**src/rtl/j1_io_pkg.sv**
```systemverilog
`default_nettype none
// ============================================================================
//  Module      : j1_io_pkg
//  Description : Shared constants for the J1 I/O responder: one-hot address
//                map, UART status bit positions and UART FSM state encodings.
//  Revision    : 1.0 - initial release
// ============================================================================
package j1_io_pkg;

    // One-hot I/O address map; an address may select several registers.
    localparam logic [15:0] IO_LEDS      = 16'h0001;
    localparam logic [15:0] IO_TICKS     = 16'h0004;
    localparam logic [15:0] IO_UART_DATA = 16'h1000;
    localparam logic [15:0] IO_UART_STAT = 16'h2000;

    // UART status word bit positions.
    localparam int STAT_TX_READY = 0;
    localparam int STAT_RX_VALID = 1;
    localparam int STAT_OVR      = 2;
    localparam int STAT_FERR     = 3;

    // Shared by the TX and RX state machines.
    typedef enum logic [1:0] {
        UART_IDLE  = 2'd0,
        UART_START = 2'd1,
        UART_DATA  = 2'd2,
        UART_STOP  = 2'd3
    } uart_state_e;

endpackage
`default_nettype wire

```
**src/rtl/j1_io_if.sv**
```systemverilog
`default_nettype none
// ============================================================================
//  Module      : j1_io_if
//  Description : J1 core I/O bus: read/write strobes, address, write data and
//                registered read data. The core is master, j1_io is slave.
//  Revision    : 1.0 - initial release
// ============================================================================
interface j1_io_if;
    logic        io_rd;
    logic        io_wr;
    logic [15:0] io_addr;
    logic [15:0] io_dout;
    logic [15:0] io_din;

    modport master (output io_rd, output io_wr, output io_addr, output io_dout, input io_din);
    modport slave  (input io_rd, input io_wr, input io_addr, input io_dout, output io_din);
endinterface
`default_nettype wire

```
**src/rtl/j1_uart.sv**
```systemverilog
`default_nettype none
// ============================================================================
//  Module      : j1_uart
//  Description : 8N1 UART for the J1 I/O responder: TX and RX state machines,
//                2-flop input synchronizer, received byte and status flags.
//  Revision    : 1.0 - initial release
// ============================================================================
module j1_uart
    import j1_io_pkg::*;
#(
    parameter int CLKS_PER_BIT = 104
) (
    input  wire logic       clk,
    input  wire logic       reset,
    input  wire logic       tx_start,
    input  wire logic [7:0] tx_data,
    output logic            tx_ready,
    output logic            uart_tx,
    input  wire logic       uart_rx,
    output logic [7:0]      rx_byte,
    output logic            rx_valid,
    input  wire logic       rx_clr,
    output logic            ovr,
    output logic            ferr,
    input  wire logic       flag_clr
);
    localparam int              C_CW       = $clog2(CLKS_PER_BIT);
    localparam logic [C_CW-1:0] C_BIT_END  = C_CW'(CLKS_PER_BIT - 1);
    localparam logic [C_CW-1:0] C_HALF_END = C_CW'(CLKS_PER_BIT / 2 - 1);

    uart_state_e     r_tx_state, w_tx_state_n;
    logic [C_CW-1:0] r_tx_cnt, w_tx_cnt_n;
    logic [2:0]      r_tx_bit, w_tx_bit_n;
    logic [7:0]      r_tx_sh, w_tx_sh_n;

    uart_state_e     r_rx_state, w_rx_state_n;
    logic [C_CW-1:0] r_rx_cnt, w_rx_cnt_n;
    logic [2:0]      r_rx_bit, w_rx_bit_n;
    logic [7:0]      r_rx_sh, w_rx_sh_n;
    logic            r_rx_s1, r_rx_s2, r_rx_prev;
    logic            w_rx_done, w_rx_good;
    logic [7:0]      r_rx_byte;
    logic            r_rx_valid, r_ovr, r_ferr;

    // TX state register; a start request is only taken while idle.
    always_ff @(posedge clk) begin
        if (reset) begin
            r_tx_state <= UART_IDLE;
            r_tx_cnt   <= '0;
            r_tx_bit   <= '0;
            r_tx_sh    <= '0;
        end else begin
            r_tx_state <= w_tx_state_n;
            r_tx_cnt   <= w_tx_cnt_n;
            r_tx_bit   <= w_tx_bit_n;
            r_tx_sh    <= w_tx_sh_n;
        end
    end

    // TX next state and line level; each bit lasts CLKS_PER_BIT cycles.
    always_comb begin
        w_tx_state_n = r_tx_state;
        w_tx_cnt_n   = r_tx_cnt;
        w_tx_bit_n   = r_tx_bit;
        w_tx_sh_n    = r_tx_sh;
        uart_tx      = 1'b1;
        case (r_tx_state)
            UART_IDLE: begin
                if (tx_start) begin
                    w_tx_state_n = UART_START;
                    w_tx_cnt_n   = '0;
                    w_tx_sh_n    = tx_data;
                end
            end
            UART_START: begin
                uart_tx = 1'b0;
                if (r_tx_cnt == C_BIT_END) begin
                    w_tx_cnt_n   = '0;
                    w_tx_bit_n   = '0;
                    w_tx_state_n = UART_DATA;
                end else begin
                    w_tx_cnt_n = r_tx_cnt + 1'b1;
                end
            end
            UART_DATA: begin
                uart_tx = r_tx_sh[0];
                if (r_tx_cnt == C_BIT_END) begin
                    w_tx_cnt_n = '0;
                    w_tx_sh_n  = {1'b0, r_tx_sh[7:1]};
                    if (r_tx_bit == 3'd7) w_tx_state_n = UART_STOP;
                    else                  w_tx_bit_n   = r_tx_bit + 1'b1;
                end else begin
                    w_tx_cnt_n = r_tx_cnt + 1'b1;
                end
            end
            UART_STOP: begin
                if (r_tx_cnt == C_BIT_END) w_tx_state_n = UART_IDLE;
                else                       w_tx_cnt_n   = r_tx_cnt + 1'b1;
            end
            default: w_tx_state_n = UART_IDLE;
        endcase
    end

    assign tx_ready = (r_tx_state == UART_IDLE);

    // RX synchronizer and state register; the line idles high.
    always_ff @(posedge clk) begin
        if (reset) begin
            r_rx_s1    <= 1'b1;
            r_rx_s2    <= 1'b1;
            r_rx_prev  <= 1'b1;
            r_rx_state <= UART_IDLE;
            r_rx_cnt   <= '0;
            r_rx_bit   <= '0;
            r_rx_sh    <= '0;
        end else begin
            r_rx_s1    <= uart_rx;
            r_rx_s2    <= r_rx_s1;
            r_rx_prev  <= r_rx_s2;
            r_rx_state <= w_rx_state_n;
            r_rx_cnt   <= w_rx_cnt_n;
            r_rx_bit   <= w_rx_bit_n;
            r_rx_sh    <= w_rx_sh_n;
        end
    end

    // RX next state: half-bit start recheck, then mid-bit samples.
    always_comb begin
        w_rx_state_n = r_rx_state;
        w_rx_cnt_n   = r_rx_cnt;
        w_rx_bit_n   = r_rx_bit;
        w_rx_sh_n    = r_rx_sh;
        w_rx_done    = 1'b0;
        w_rx_good    = 1'b0;
        case (r_rx_state)
            UART_IDLE: begin
                if (r_rx_prev && !r_rx_s2) begin
                    w_rx_state_n = UART_START;
                    w_rx_cnt_n   = '0;
                end
            end
            UART_START: begin
                if (r_rx_cnt == C_HALF_END) begin
                    w_rx_cnt_n = '0;
                    w_rx_bit_n = '0;
                    w_rx_state_n = r_rx_s2 ? UART_IDLE : UART_DATA;
                end else begin
                    w_rx_cnt_n = r_rx_cnt + 1'b1;
                end
            end
            UART_DATA: begin
                if (r_rx_cnt == C_BIT_END) begin
                    w_rx_cnt_n = '0;
                    w_rx_sh_n  = {r_rx_s2, r_rx_sh[7:1]};
                    if (r_rx_bit == 3'd7) w_rx_state_n = UART_STOP;
                    else                  w_rx_bit_n   = r_rx_bit + 1'b1;
                end else begin
                    w_rx_cnt_n = r_rx_cnt + 1'b1;
                end
            end
            UART_STOP: begin
                if (r_rx_cnt == C_BIT_END) begin
                    w_rx_state_n = UART_IDLE;
                    w_rx_done    = 1'b1;
                    w_rx_good    = r_rx_s2;
                end else begin
                    w_rx_cnt_n = r_rx_cnt + 1'b1;
                end
            end
            default: w_rx_state_n = UART_IDLE;
        endcase
    end

    // Received byte and flags; a new event beats a same-cycle clear.
    always_ff @(posedge clk) begin
        if (reset) begin
            r_rx_byte  <= '0;
            r_rx_valid <= 1'b0;
            r_ovr      <= 1'b0;
            r_ferr     <= 1'b0;
        end else begin
            if (rx_clr) r_rx_valid <= 1'b0;
            if (flag_clr) begin
                r_ovr  <= 1'b0;
                r_ferr <= 1'b0;
            end
            if (w_rx_done) begin
                if (!w_rx_good) begin
                    r_ferr <= 1'b1;
                end else if (r_rx_valid && !rx_clr) begin
                    r_ovr <= 1'b1;
                end else begin
                    r_rx_byte  <= r_rx_sh;
                    r_rx_valid <= 1'b1;
                end
            end
        end
    end

    assign rx_byte  = r_rx_byte;
    assign rx_valid = r_rx_valid;
    assign ovr      = r_ovr;
    assign ferr     = r_ferr;

endmodule
`default_nettype wire

```
**src/rtl/j1_io.sv**
```systemverilog
`default_nettype none
// ============================================================================
//  Module      : j1_io
//  Description : Memory-mapped I/O responder for the J1 core: one-hot address
//                decode, registered read mux, LED register, UART and an
//                optional 16-bit tick counter enabled by J1_IO_TICKS_EN.
//  Revision    : 1.0 - initial release
// ============================================================================
module j1_io
    import j1_io_pkg::*;
#(
    parameter int CLKS_PER_BIT = 104,
    parameter int LED_W        = 8
) (
    input  wire logic        clk,
    input  wire logic        reset,
    j1_io_if.slave           bus,
    input  wire logic        uart_rx,
    output logic             uart_tx,
    output logic [LED_W-1:0] leds
);
    logic             w_sel_leds, w_sel_ticks, w_sel_data, w_sel_stat;
    logic             w_wr_ticks;
    logic             w_tx_ready, w_rx_valid, w_ovr, w_ferr;
    logic [7:0]       w_rx_byte;
    logic [15:0]      w_ticks, w_stat, w_rd_data;
    logic [LED_W-1:0] r_leds;
    logic [15:0]      r_io_din;
    logic             w_unused;

    assign w_sel_leds  = |(bus.io_addr & IO_LEDS);
    assign w_sel_ticks = |(bus.io_addr & IO_TICKS);
    assign w_sel_data  = |(bus.io_addr & IO_UART_DATA);
    assign w_sel_stat  = |(bus.io_addr & IO_UART_STAT);
    assign w_wr_ticks  = bus.io_wr && w_sel_ticks;

    j1_uart #(.CLKS_PER_BIT(CLKS_PER_BIT)) u_uart (
        .clk      (clk),
        .reset    (reset),
        .tx_start (bus.io_wr && w_sel_data),
        .tx_data  (bus.io_dout[7:0]),
        .tx_ready (w_tx_ready),
        .uart_tx  (uart_tx),
        .uart_rx  (uart_rx),
        .rx_byte  (w_rx_byte),
        .rx_valid (w_rx_valid),
        .rx_clr   (bus.io_rd && w_sel_data),
        .ovr      (w_ovr),
        .ferr     (w_ferr),
        .flag_clr (bus.io_rd && w_sel_stat)
    );

`ifdef J1_IO_TICKS_EN
    logic [15:0] r_ticks;

    // Free-running tick counter; a write reloads it and counting resumes next cycle.
    always_ff @(posedge clk) begin
        if (reset)           r_ticks <= '0;
        else if (w_wr_ticks) r_ticks <= bus.io_dout;
        else                 r_ticks <= r_ticks + 16'd1;
    end

    assign w_ticks = r_ticks;
`else
    assign w_ticks = '0;
`endif

    // Status word assembled from the UART flags.
    always_comb begin
        w_stat                = '0;
        w_stat[STAT_TX_READY] = w_tx_ready;
        w_stat[STAT_RX_VALID] = w_rx_valid;
        w_stat[STAT_OVR]      = w_ovr;
        w_stat[STAT_FERR]     = w_ferr;
    end

    // Read mux: OR of every selected register, zero when nothing is selected.
    always_comb begin
        w_rd_data = '0;
        if (w_sel_leds)  w_rd_data = w_rd_data | 16'(r_leds);
        if (w_sel_ticks) w_rd_data = w_rd_data | w_ticks;
        if (w_sel_data)  w_rd_data = w_rd_data | {8'h00, w_rx_byte};
        if (w_sel_stat)  w_rd_data = w_rd_data | w_stat;
    end

    // LED register and read-data register; io_din holds until the next read.
    always_ff @(posedge clk) begin
        if (reset) begin
            r_leds   <= '0;
            r_io_din <= '0;
        end else begin
            if (bus.io_wr && w_sel_leds) r_leds   <= bus.io_dout[LED_W-1:0];
            if (bus.io_rd)               r_io_din <= w_rd_data;
        end
    end

    assign leds       = r_leds;
    assign bus.io_din = r_io_din;

    // Address and data bits that no register consumes.
    assign w_unused = ^{bus.io_addr, bus.io_dout, w_wr_ticks};

endmodule
`default_nettype wire

```
**src/flat_wrapper.sv**
```systemverilog
// flat-port wrapper written by rule: the top's interface ports become plain ports
module j1_io_flat import j1_io_pkg::*;
#(
    parameter int CLKS_PER_BIT = 104,
    parameter int LED_W        = 8
)
  (clk, reset, uart_rx, uart_tx, leds, bus_io_rd, bus_io_wr, bus_io_addr, bus_io_dout, bus_io_din);
  j1_io_if bus_i ();
  input  wire logic clk;
  input  wire logic reset;
  input  wire logic uart_rx;
  output logic uart_tx;
  output logic [LED_W-1:0] leds;
  input wire logic [$bits(bus_i.io_rd)-1:0] bus_io_rd;
  input wire logic [$bits(bus_i.io_wr)-1:0] bus_io_wr;
  input wire logic [$bits(bus_i.io_addr)-1:0] bus_io_addr;
  input wire logic [$bits(bus_i.io_dout)-1:0] bus_io_dout;
  output wire logic [$bits(bus_i.io_din)-1:0] bus_io_din;
  assign bus_i.io_rd = bus_io_rd;
  assign bus_i.io_wr = bus_io_wr;
  assign bus_i.io_addr = bus_io_addr;
  assign bus_i.io_dout = bus_io_dout;
  assign bus_io_din = bus_i.io_din;
  j1_io #(.CLKS_PER_BIT(CLKS_PER_BIT), .LED_W(LED_W)) u_core (.clk(clk), .reset(reset), .bus(bus_i), .uart_rx(uart_rx), .uart_tx(uart_tx), .leds(leds));
endmodule
```
**config.mk**
```make
export PLATFORM = sky130hd
export DESIGN_NAME = j1_io_flat
export DESIGN_NICKNAME = d
export VERILOG_FILES = /design/src/rtl/j1_io_pkg.sv /design/src/rtl/j1_io_if.sv /design/src/rtl/j1_uart.sv /design/src/rtl/j1_io.sv /design/src/flat_wrapper.sv
export SDC_FILE = /design/constraint.sdc
export NUM_CORES = 1
export LEC_CHECK = 0
export BUFFER_PORTS_ARGS = -buffer_cell sky130_fd_sc_hd__buf_2
export CELL_PAD_IN_SITES_DETAIL_PLACEMENT = 0
export CELL_PAD_IN_SITES_GLOBAL_PLACEMENT = 2
export CORE_ASPECT_RATIO = 0.8
export CORE_UTILIZATION = 36
export CTS_CLUSTER_SIZE = 12
export DETAILED_ROUTE_END_ITERATION = 8
export GPL_TIMING_DRIVEN = 1
export HOLD_SLACK_MARGIN = 0.05
export PLACE_DENSITY_LB_ADDON = 0.1
export SYNTH_ARGS = -nofsm -noshare
export SYNTH_HDL_FRONTEND = slang
export SYNTH_SLANG_ARGS = --single-unit
```
**constraint.sdc**
```tcl
create_clock -name clk -period 3.1 [get_ports clk]
set_input_delay 0.31 -clock clk [delete_from_list [all_inputs] [get_ports clk]]
set_output_delay 0.31 -clock clk [all_outputs]
set_load 0.005 [all_outputs]
```
==> results.sh <==
export IMPL_worstSetupStartpointType="flip-flop"
export IMPL_min_delay_start="uart_rx"
export IMPL_async_flop_share=0
export IMPL_seq_area_frac_synth=0.414
export IMPL_grtUsageMet3=0.0760
export IMPL_finalSetupTns_ns=0
export IMPL_fp_dieH_um=88.8
export IMPL_cts_setup_buffers=0
export IMPL_worstSetupStartpoint="u_core.u_uart.r_tx_state[0]"
export IMPL_cts_root_buf="clkbuf_16"
export IMPL_dpl_hpwl_mm=5.60
export IMPL_vdd_drop_max_v=0.000297
export IMPL_placed_area_sq_mm=0.00354
export IMPL_clock_sinks=70
export IMPL_h_tree_depth=3
export IMPL_avgSynthCellArea_sq_um=8.75
export IMPL_finalSetupViolations=0
export IMPL_fin_crit_sh=0.742
export IMPL_hold_viol=0
export IMPL_drt_pass1_iterations=4
export IMPL_syn_to_final_growth_pct=13.5
export IMPL_crit_path_max_incr_delay_ns=0.73
export IMPL_cts_buffer_depth=2
export IMPL_pin_count=62
export IMPL_cts_hold_buffers=0
export IMPL_gp_congestion=0.714
export IMPL_grt_total_usage=0.176
export IMPL_num_vias=2801
export IMPL_row_count=31
export IMPL_slew_viol_final=0
export IMPL_max_freq_ghz=0.435
export IMPL_multi_input_area_sq_mm=0.00178
export IMPL_finClkSkew_ns=0.00656
export IMPL_wire_per_inst_um=15.5
export IMPL_slew_headroom=0.438
export IMPL_core_sq_mm=0.00908
export IMPL_final_nets=453
export IMPL_power_density_mw_per_mm2=689
export IMPL_critical_path_required_ns=2.79
export IMPL_clock_latency_ns=0.34
export IMPL_ys_seq_elements=70
export IMPL_yosysMostFrequentCell="dfxtp_1"
export IMPL_cts_resized=0
export IMPL_worst_slew_pin_slew_ns=0.843
export IMPL_synth_common_cells="70 x dfxtp_1, 47 x a21oi_1, 35 x nand2_1"
export IMPL_start_util=0.373
export IMPL_syn_inst=387
export IMPL_grt_util_met1=0.235
export IMPL_antenna_found_initial=0
export IMPL_drive_gt1_frac=0.149
export IMPL_grt_pass1_vias=2549
export IMPL_clkTransAtPathRegs_ns=0.06
export IMPL_totalWireLength_mm=8.13
export IMPL_fin_crit_ns=2.30
export IMPL_seqCellArea_sq_mm=0.00140
export IMPL_critPathMaxFanout=19
export IMPL_rr_startpoint="u_core.u_uart.r_tx_state[0]"
export IMPL_grt_busiest_layer="met2"
export IMPL_min_path_type="in -> reg"
export IMPL_rsz0062_at_grt="false"
export IMPL_yosysTopAreaCell="dfxtp_1"
export IMPL_die_area_sq_mm=0.00980
export IMPL_viasPerCell=5.35
export IMPL_fill_cells=936
export IMPL_portBuffers=32
export IMPL_diodes=0
export IMPL_regToRegSetupSlack_ns=0.85
export IMPL_ant_nets=0
export IMPL_drt_iter0_markers=86
export IMPL_status="finished clean"
export IMPL_fin_area_sq_mm=0.00384
export IMPL_yosys_area_top_type_share=0.414
export IMPL_grt_pass1_wl_mm=13.4
export IMPL_met2_usage=0.261
export IMPL_cap_violations=0
export IMPL_gr_total_overflow=0
export IMPL_synth_area_top_cells="dfxtp_1 41%, a21oi_1 6.9%, mux2i_1 5.0%"
export IMPL_synth_cell_types=55
export IMPL_synth_edff_count=0
export IMPL_fp_dieW_um=110
export IMPL_cp_data_arrival_time_ns=1.99
export IMPL_cts_tree="done"
export IMPL_worst_setup_path_end_kind="output pin"
export IMPL_synthFlopType="dfxtp_1"
export IMPL_worst_path_max_delay_cell="ha_1"
export IMPL_crit_chain="inv_1, ha_1, nor2b_1, a21oi_1, buf_2"
export IMPL_grt_max_degree=37
export IMPL_synth_area_sq_mm=0.00339
export IMPL_synth_warnings=0
export IMPL_drc_errors=0
export IMPL_power_static_leakage_nw=1.48
export IMPL_crit_type="reg -> out"
export IMPL_cts_buffers_inserted=9
==> metal layers <==
metal | wire length (um) | vias up
met5 | 0 | -
li1 | - | 1425
met3 | 437 | 2
met4 | 38 | 0
met2 | 3420 | 44
met1 | 4240 | 1330
==> kinds of logic after synthesis <==
kind of cell	count (synthesis)	synth area share
muxes	17	0.0502
AOI/OAI and AO/OA	111	0.215
buffers and inverters	47	0.0687
other	1	0.00111
xor gates and xnor gates	2	0.00517
adders and majority gates	12	0.0443
DFF	70	0.414
and+or+nand+nor	127	0.202
==> power breakdown <==
| group | switching (W) | internal, W |
|---|---|---|
| logic | 0.000350 | 0.000220 |
| registers | 0.0000496 | 0.000972 |
| clock network | 0.000428 | 0.000631 |
==> cells in the final DEF (no fill, tap or decap), types with 9 or more instances in the layout <==
cell type	instances
nand2_1	35
mux2i_1	17
nand3_1	18
clkbuf_16	9
buf_2	32
a211oi_1	10
ha_1	12
nor2_1	28
inv_1	13
a21oi_1	47
dfxtp_1	70
==> worst paths after layout <==
path / to / depth (start not counted)
setup / recovery: uart_tx / 5
hold reg to reg: u_core.u_uart.r_rx_s2 / 1
setup reg to reg: u_core.u_uart.r_tx_cnt[3] / 6
hold / removal: u_core.u_uart.r_rx_s1 / 2
==> worst max-delay path, delay by kind of cell, from the launching register on <==
kind                     cells  cell delay (ns)
AO/OA/AOI/OAI                1             0.16
adder cells (fa/ha/maj)      1             0.73
buffers and inverters        2             0.28
flip-flops                   1             0.33
AND/OR/NAND/NOR              1             0.16
==> metrics by stage <==
| step | utilization | setup slack [ns] | instances | power [W] | hold WS [ns] |
|---|---|---|---|---|---|
| floorplan | - | 1.23 | 394 | 0.00149 | 0.389 |
| global placement | 0.390 | 0.867 | 508 | 0.00160 | 0.394 |
| detailed placement | 0.390 | 0.836 | 508 | 0.00161 | 0.396 |
| CTS | 0.424 | 0.768 | 524 | 0.00268 | 0.168 |
| global route | 0.424 | 0.607 | 524 | 0.00281 | 0.164 |
| finish | 0.424 | 0.801 | 524 | 0.00265 | 0.172 |
==> registers in the layout, indices dropped and copies added (netlist names), 2 cells and up, named ones only <==
signal / count
u_core.u_uart.r_tx_state: 2
u_core.u_uart.r_tx_bit: 3
u_core.u_uart.r_rx_bit: 3
u_core.u_uart.r_rx_cnt: 7
u_core.u_uart.r_rx_sh: 8
u_core.u_uart.rx_byte: 8
u_core.leds: 8
u_core.u_uart.r_tx_sh: 8
u_core.u_uart.r_tx_cnt: 7
u_core.bus.io_din: 8
==> final cells by class <==
class / count / area share
timing repair buffer: 33 / 0.0436
sequential: 70 / 0.364
clock buffer: 9 / 0.0586
tap: 115 / 0.0374
inverter: 13 / 0.0127
clock inverter: 7 / 0.0205
multi-input combinational: 277 / 0.463
Power figures use the tool's default switching activity.
